File: config.mk
export PLATFORM = sky130hd
export DESIGN_NAME = vram_store_drain_flat
export DESIGN_NICKNAME = d
export VERILOG_FILES = /design/src/rtl/bz_mem_pkg.sv /design/src/rtl/vram_store_drain_if.sv /design/src/rtl/drain_starve_ctr.sv /design/src/rtl/vram_store_drain.sv /design/src/flat_wrapper.sv
export SDC_FILE = /design/constraint.sdc
export NUM_CORES = 1
export LEC_CHECK = 0
export BUFFER_PORTS_ARGS = -buffer_cell sky130_fd_sc_hd__buf_4
export CORE_UTILIZATION = 40
export CTS_CLUSTER_DIAMETER = 50
export DETAILED_ROUTE_END_ITERATION = 12
export PLACE_DENSITY_LB_ADDON = 0.08
export SYNTH_ARGS = -nofsm -noshare
export SYNTH_HDL_FRONTEND = slang
export SYNTH_SLANG_ARGS = --single-unit
File: constraint.sdc
create_clock -name clk -period 1.9 [get_ports clk]
set_clock_uncertainty 0.15 [all_clocks]
set_input_delay 0.38 -clock clk [delete_from_list [all_inputs] [get_ports clk]]
set_output_delay 0.38 -clock clk [all_outputs]
set_load 0.01 [all_outputs]
File: src/rtl/bz_mem_pkg.sv
// Shared memory-map constants and drain FSM state type for the vector RAM path.
// Used by the store drain and by the address decoder.
package bz_mem_pkg;

  typedef enum logic [1:0] {IDLE, POP, WRITE, VG} drain_state_t;

  localparam logic [15:0] VRAM_BASE = 16'h2000;
  localparam logic [15:0] VRAM_SIZE = 16'h2000;
  localparam int ADDR_W = $clog2(VRAM_SIZE);

  // 17-bit compare so a window ending at 16'hFFFF+1 cannot wrap
  function automatic logic in_window(input logic [15:0] addr);
    return ({1'b0, addr} >= {1'b0, VRAM_BASE}) &&
           ({1'b0, addr} < ({1'b0, VRAM_BASE} + {1'b0, VRAM_SIZE}));
  endfunction

endpackage

File: src/rtl/vram_store_drain_if.sv
// Store-queue head handshake: the queue presents data/addr/empty and pops on can_write.
interface vram_store_drain_if;

  logic [7:0]  q_data;
  logic [15:0] q_addr;
  logic        q_empty;
  logic        q_can_write;

  modport master (output q_data, output q_addr, output q_empty, input q_can_write);
  modport slave  (input q_data, input q_addr, input q_empty, output q_can_write);

endinterface

File: src/rtl/drain_starve_ctr.sv
// Counts consecutive VG-granted cycles with writes waiting; hit flags the cycle that
// reaches LIMIT so the drain can steal one write slot.
module drain_starve_ctr #(
  parameter int LIMIT = 64
) (
  input  logic clk,
  input  logic rst_n,
  input  logic clear,
  input  logic inc,
  output logic hit
);

  localparam int CW = (LIMIT > 1) ? $clog2(LIMIT) : 1;
  localparam logic [CW-1:0] TOP = CW'(LIMIT - 1);

  logic [CW-1:0] count;

  assign hit = inc && (count == TOP);

  always_ff @(posedge clk or negedge rst_n) begin
    if (!rst_n) begin
      count <= '0;
    end else if (clear) begin
      count <= '0;
    end else if (inc && (count != TOP)) begin
      count <= count + 1'b1;
    end
  end

endmodule

File: src/rtl/vram_store_drain.sv
// Drains buffered CPU stores into the vector BRAM, sharing the port with VG reads,
// and holds back VGGO until every queued vector write has landed.
module vram_store_drain
  import bz_mem_pkg::*;
#(
  parameter int STARVE_LIMIT = 64
) (
  input  logic                clk,
  input  logic                rst_n,
  vram_store_drain_if.slave   q,
  input  logic                vg_req,
  input  logic [ADDR_W-1:0]   vg_addr,
  output logic                vg_grant,
  output logic [7:0]          vg_rdata,
  output logic [ADDR_W-1:0]   ram_addr,
  output logic [7:0]          ram_wdata,
  output logic                ram_we,
  input  logic [7:0]          ram_rdata,
  input  logic                vggo_in,
  output logic                vggo_out,
  output logic                busy,
  output logic                range_err
);

  drain_state_t        state;
  drain_state_t        state_nx;
  logic                starve_hit;
  logic                vggo_pend;
  logic                vggo_fire;
  logic                pend_nx;
  logic                in_range;
  logic [ADDR_W-1:0]   offset;

  assign q.q_can_write = (state == POP);
  assign vg_rdata      = ram_rdata;
  assign in_range      = in_window(q.q_addr);
  assign offset        = ADDR_W'(q.q_addr - VRAM_BASE);

  drain_starve_ctr #(
    .LIMIT (STARVE_LIMIT)
  ) u_starve (
    .clk   (clk),
    .rst_n (rst_n),
    .clear ((state != VG) || q.q_empty),
    .inc   ((state == VG) && vg_req && !q.q_empty),
    .hit   (starve_hit)
  );

  // VG wins from IDLE/WRITE; a started POP always finishes its WRITE first
  always_comb begin
    state_nx = state;
    case (state)
      IDLE, WRITE: begin
        if (vg_req)          state_nx = VG;
        else if (!q.q_empty) state_nx = POP;
        else                 state_nx = IDLE;
      end
      POP:     state_nx = WRITE;
      VG: begin
        if (!vg_req)         state_nx = IDLE;
        else if (starve_hit) state_nx = POP;
      end
      default: state_nx = IDLE;
    endcase
  end

  assign vggo_fire = vggo_pend && q.q_empty && ((state_nx == IDLE) || (state_nx == VG));
  assign pend_nx   = (vggo_pend && !vggo_fire) || vggo_in;

  // Outputs are registered from the next state so they line up with the state they belong to
  always_ff @(posedge clk or negedge rst_n) begin
    if (!rst_n) begin
      state     <= IDLE;
      vg_grant  <= 1'b0;
      ram_we    <= 1'b0;
      ram_addr  <= '0;
      ram_wdata <= '0;
      vggo_out  <= 1'b0;
      vggo_pend <= 1'b0;
      busy      <= 1'b0;
      range_err <= 1'b0;
    end else begin
      state     <= state_nx;
      vg_grant  <= (state_nx == VG);
      ram_we    <= (state == POP) && in_range;
      vggo_out  <= vggo_fire;
      vggo_pend <= pend_nx;
      busy      <= (state_nx == POP) || (state_nx == WRITE) || !q.q_empty || pend_nx;
      if (state == POP) begin
        ram_addr  <= offset;
        ram_wdata <= q.q_data;
        range_err <= range_err | !in_range;
      end else if (state_nx == VG) begin
        ram_addr  <= vg_addr;
      end
    end
  end

endmodule

File: src/flat_wrapper.sv
// flat-port wrapper written by rule: the top's interface ports become plain ports
module vram_store_drain_flat import bz_mem_pkg::*;
#(
  parameter int STARVE_LIMIT = 64
)
  (clk, rst_n, vg_req, vg_addr, vg_grant, vg_rdata, ram_addr, ram_wdata, ram_we, ram_rdata, vggo_in, vggo_out, busy, range_err, q_q_data, q_q_addr, q_q_empty, q_q_can_write);
  vram_store_drain_if q_i ();
  input  logic clk;
  input  logic rst_n;
  input  logic vg_req;
  input  logic [ADDR_W-1:0] vg_addr;
  output logic vg_grant;
  output logic [7:0] vg_rdata;
  output logic [ADDR_W-1:0] ram_addr;
  output logic [7:0] ram_wdata;
  output logic ram_we;
  input  logic [7:0] ram_rdata;
  input  logic vggo_in;
  output logic vggo_out;
  output logic busy;
  output logic range_err;
  input wire logic [$bits(q_i.q_data)-1:0] q_q_data;
  input wire logic [$bits(q_i.q_addr)-1:0] q_q_addr;
  input wire logic [$bits(q_i.q_empty)-1:0] q_q_empty;
  output wire logic [$bits(q_i.q_can_write)-1:0] q_q_can_write;
  assign q_i.q_data = q_q_data;
  assign q_i.q_addr = q_q_addr;
  assign q_i.q_empty = q_q_empty;
  assign q_q_can_write = q_i.q_can_write;
  vram_store_drain #(.STARVE_LIMIT(STARVE_LIMIT)) u_core (.clk(clk), .rst_n(rst_n), .q(q_i), .vg_req(vg_req), .vg_addr(vg_addr), .vg_grant(vg_grant), .vg_rdata(vg_rdata), .ram_addr(ram_addr), .ram_wdata(ram_wdata), .ram_we(ram_we), .ram_rdata(ram_rdata), .vggo_in(vggo_in), .vggo_out(vggo_out), .busy(busy), .range_err(range_err));
endmodule
==> flow_metrics.tcl <==
set metrics [dict create \
    path_class "flip-flop to output pin" \
    dp_cells 265 \
    netlist.area_leader.share_pct 55.9 \
    cts_tree "yes" \
    clk_path_buf_depth 2 \
    max_freq_mhz 541 \
    area_growth_pct 45.1 \
    drtPass1Iterations 4 \
    synth_cells 154 \
    grt_overflow_total 0 \
    synthTopCellsByArea "dfrtp_1 (56%), nand2_1 (10%), mux2i_1 (9.6%)" \
    cts-htree-levels 2 \
    synth_edf_count 0 \
    async_flop_share_pct 100 \
    rsz0062_at_grt "yes" \
    slew_headroom_pct 71.2 \
    drive_gt1_share_pct 41.0 \
    synth_largest_area_cell "dfrtp_1" \
    portBuffers 68 \
    grt_max_degree 37 \
    vias 1314 \
    antenna_left 0 \
    finalPower_mw 1.97 \
    synth_area_um2 1570 \
    cts-root-buf "clkbuf_8" \
    fin_cells 277 \
    die-area_um2 4170 \
    setup_tns_ps 0 \
    endpoint_kind "output pin" \
    design.portCount 85 \
    fillCellCount 320 \
    cp.arrival_ps 1320 \
    grt_pass1_wl_mm 5.32 \
    postRouteWirelength_mm 3.46 \
    outcome "finished, final reports clean" \
    ir_worst_vdd_mv 0.606 \
    synth_seq_cells 35 \
    yosysSeqAreaShare_pct 55.9 \
    power_density_nw_per_um2 867 \
    die_y_um 64.6 \
    drt_iter0_markers 36 \
    worst_pin_slew_ps 427 \
    cap_violations 0 \
    fin_nets 280 \
    netlist-cell-type-count 27 \
    fp.coreArea_um2 3720 \
    diodes 0 \
    path_cells "nand2b_1, inv_2, buf_12, buf_4" \
    clock_sinks 35 \
    start_util_pct 42.2 \
    finalCritPeriodShare_pct 97.3 \
    cp_slowest_stage_delay_ps 390 \
    setup_viol 0 \
    viasPerCell 4.74 \
    path_clk_slew_ps 60 \
    gp_congestion 0.799 \
    hold_viol 0 \
    yosys_warnings 0 \
    required_ps 1370 \
    antenna_found_initial 0 \
    worstSkewPairLatency_ps 280 \
    die-width_um 64.6 \
    path_max_fanout 36 \
    min_period_ps 1850 \
    track_usage_pct 17.0 \
    crit_path_start_kind "flip-flop" \
    dpl.hpwl_mm 2.47 \
    grt_pass1_vias 1208 \
    placementRows 22 \
    syn_nets 206 \
    wl_per_cell_um 12.5 \
    drc 0 \
    final-max-slew-violation-count 0 \
    hp-class "input pin to flip-flop" \
    cts-buffers-inserted 5 \
    post_synth.cell_area_avg_um2 10.2 \
    ys.flop_type "dfrtp_1" \
    p_leak_nw 1.15 \
    cp_slowest_cell "dfrtp_1" \
]
==> repair_timing <==
item,in CTS,in global routing
endpoints found under the setup margin,15,13
buffers inserted,1,2
pin swaps,4,3
hold buffers,1,0
resized for setup,4,1
hold endpoints to repair,35,0
==> synthesized netlist by cell type, drive strengths merged (2+ instances only) <==
master  number
a211oi       2
a21o         3
a31oi        3
and4         2
buf         13
clkbuf       2
dfrtp       35
ha           2
inv          3
mux2i       15
nand2       43
nand2b       3
nor2         3
o21ai       16
==> worst paths after layout <==
| path | start | depth (start not counted) | slack, ps | endpoint |
|---|---|---|---|---|
| setup / recovery | u_core.state[1]$_DFF_PN0_ | 4 | 50 | q_q_can_write |
| hold / removal | vggo_in | 2 | 140 | u_core.vggo_pend$_DFF_PN0_ |
| setup reg to reg | u_core.u_starve.count[0]$_DFFE_PN0P_ | 7 | 60 | u_core.busy$_DFF_PN0_ |
| hold reg to reg | u_core.range_err$_DFFE_PN0P_ | 1 | 320 | u_core.range_err$_DFFE_PN0P_ |
| max in group asynchronous | rst_n | 2 | 860 | u_core.ram_wdata[3]$_DFFE_PN0P_ |
| min in group asynchronous | rst_n | 2 | 430 | u_core.ram_addr[2]$_DFFE_PN0P_ |
==> stage by stage <==
stage / setup slack, ps / utilization (%) / cell area [µm²] / hold WS, ps
final: 50.7 / 61.2 / 2270 / 136
after global routing: -25.7 / 61.2 / 2270 / 122
after CTS: -3.68 / 60.7 / 2250 / 126
after detailed placement: -134 / 57.5 / 2140 / 207
after global placement: -61.7 / 57.5 / 2140 / 202
after floorplan: 1.04 / - / 1600 / -65.6
==> state kept, by name, summed over array words and instances (netlist names) <==
name                   cells
u_core.busy                1
u_core.vggo_out            1
u_core.vg_grant            1
u_core.state               2
u_core.range_err           1
u_core.vggo_pend           1
u_core.ram_addr           13
u_core.ram_we              1
u_core.u_starve.count      6
u_core.ram_wdata           8
==> logic make-up after synthesis <==
family,Yosys count,share of synthesized area (%)
AO/OA/AOI/OAI,25,9.18
AND/OR/NAND/NOR,59,17.0
flip-flops,35,55.9
multiplexers,15,9.58
buffers and inverters,18,6.78
adder cells (fa/ha/maj),2,1.60
==> placed cells by master, fill, tap and decap left out <==
cell type       n
nand4_1         1
buf_12          1
clkinv_2        1
a21o_1          3
clkbuf_8        5
and4b_1         1
nand3_2         1
clkbuf_1        2
nand2b_4        1
mux2i_1        15
and3b_1         1
dfrtp_1        35
a211oi_1        2
nand2b_1        2
nor2_1          3
nand2_1        43
nor3_1          1
ha_2            1
dlygate4sd3_1   1
inv_1           2
or2_4           1
and4_1          1
a31oi_1         3
inv_2           1
buf_4          80
a21boi_1        1
ha_4            1
o21ai_1        11
and2_1          1
nand3b_1        1
and4_4          1
o21ai_0         5
==> final cells by class <==
type                            count  area [µm²]  area share, %
Sequential cell                    35         876           38.5
Clock inverter                      1        5.00          0.220
Tap cell                           48        60.1           2.64
Timing Repair Buffer               82         631           27.7
Inverter                            3        11.3          0.495
Multi-Input combinational cell    101         616           27.1
Clock buffer                        7        76.3           3.36
==> routing by layer <==
metal  up-vias  wire, µm  track usage [%]  share of wire (%)
li1        655         -                -                  -
met1       594      1490             21.0                 43
met2        53      1630             26.4                 47
met3        12       276             6.34                8.0
met4         0        70             7.78                2.0
met5         -         0                0                  0
==> power by group <==
part	internal [mW]	switching, mW	total, mW
logic	0.301	0.243	0.545
clock network	0.257	0.242	0.499
registers	0.864	0.0651	0.929
total	1.42	0.551	1.97
==> worst max-delay path, delay by kind of cell (launching register included) <==
family,cells,cell delay (ps)
buffers and inverters,3,430
DFF,1,390
and+or+nand+nor,1,190
(Power assumes the default switching activity.)
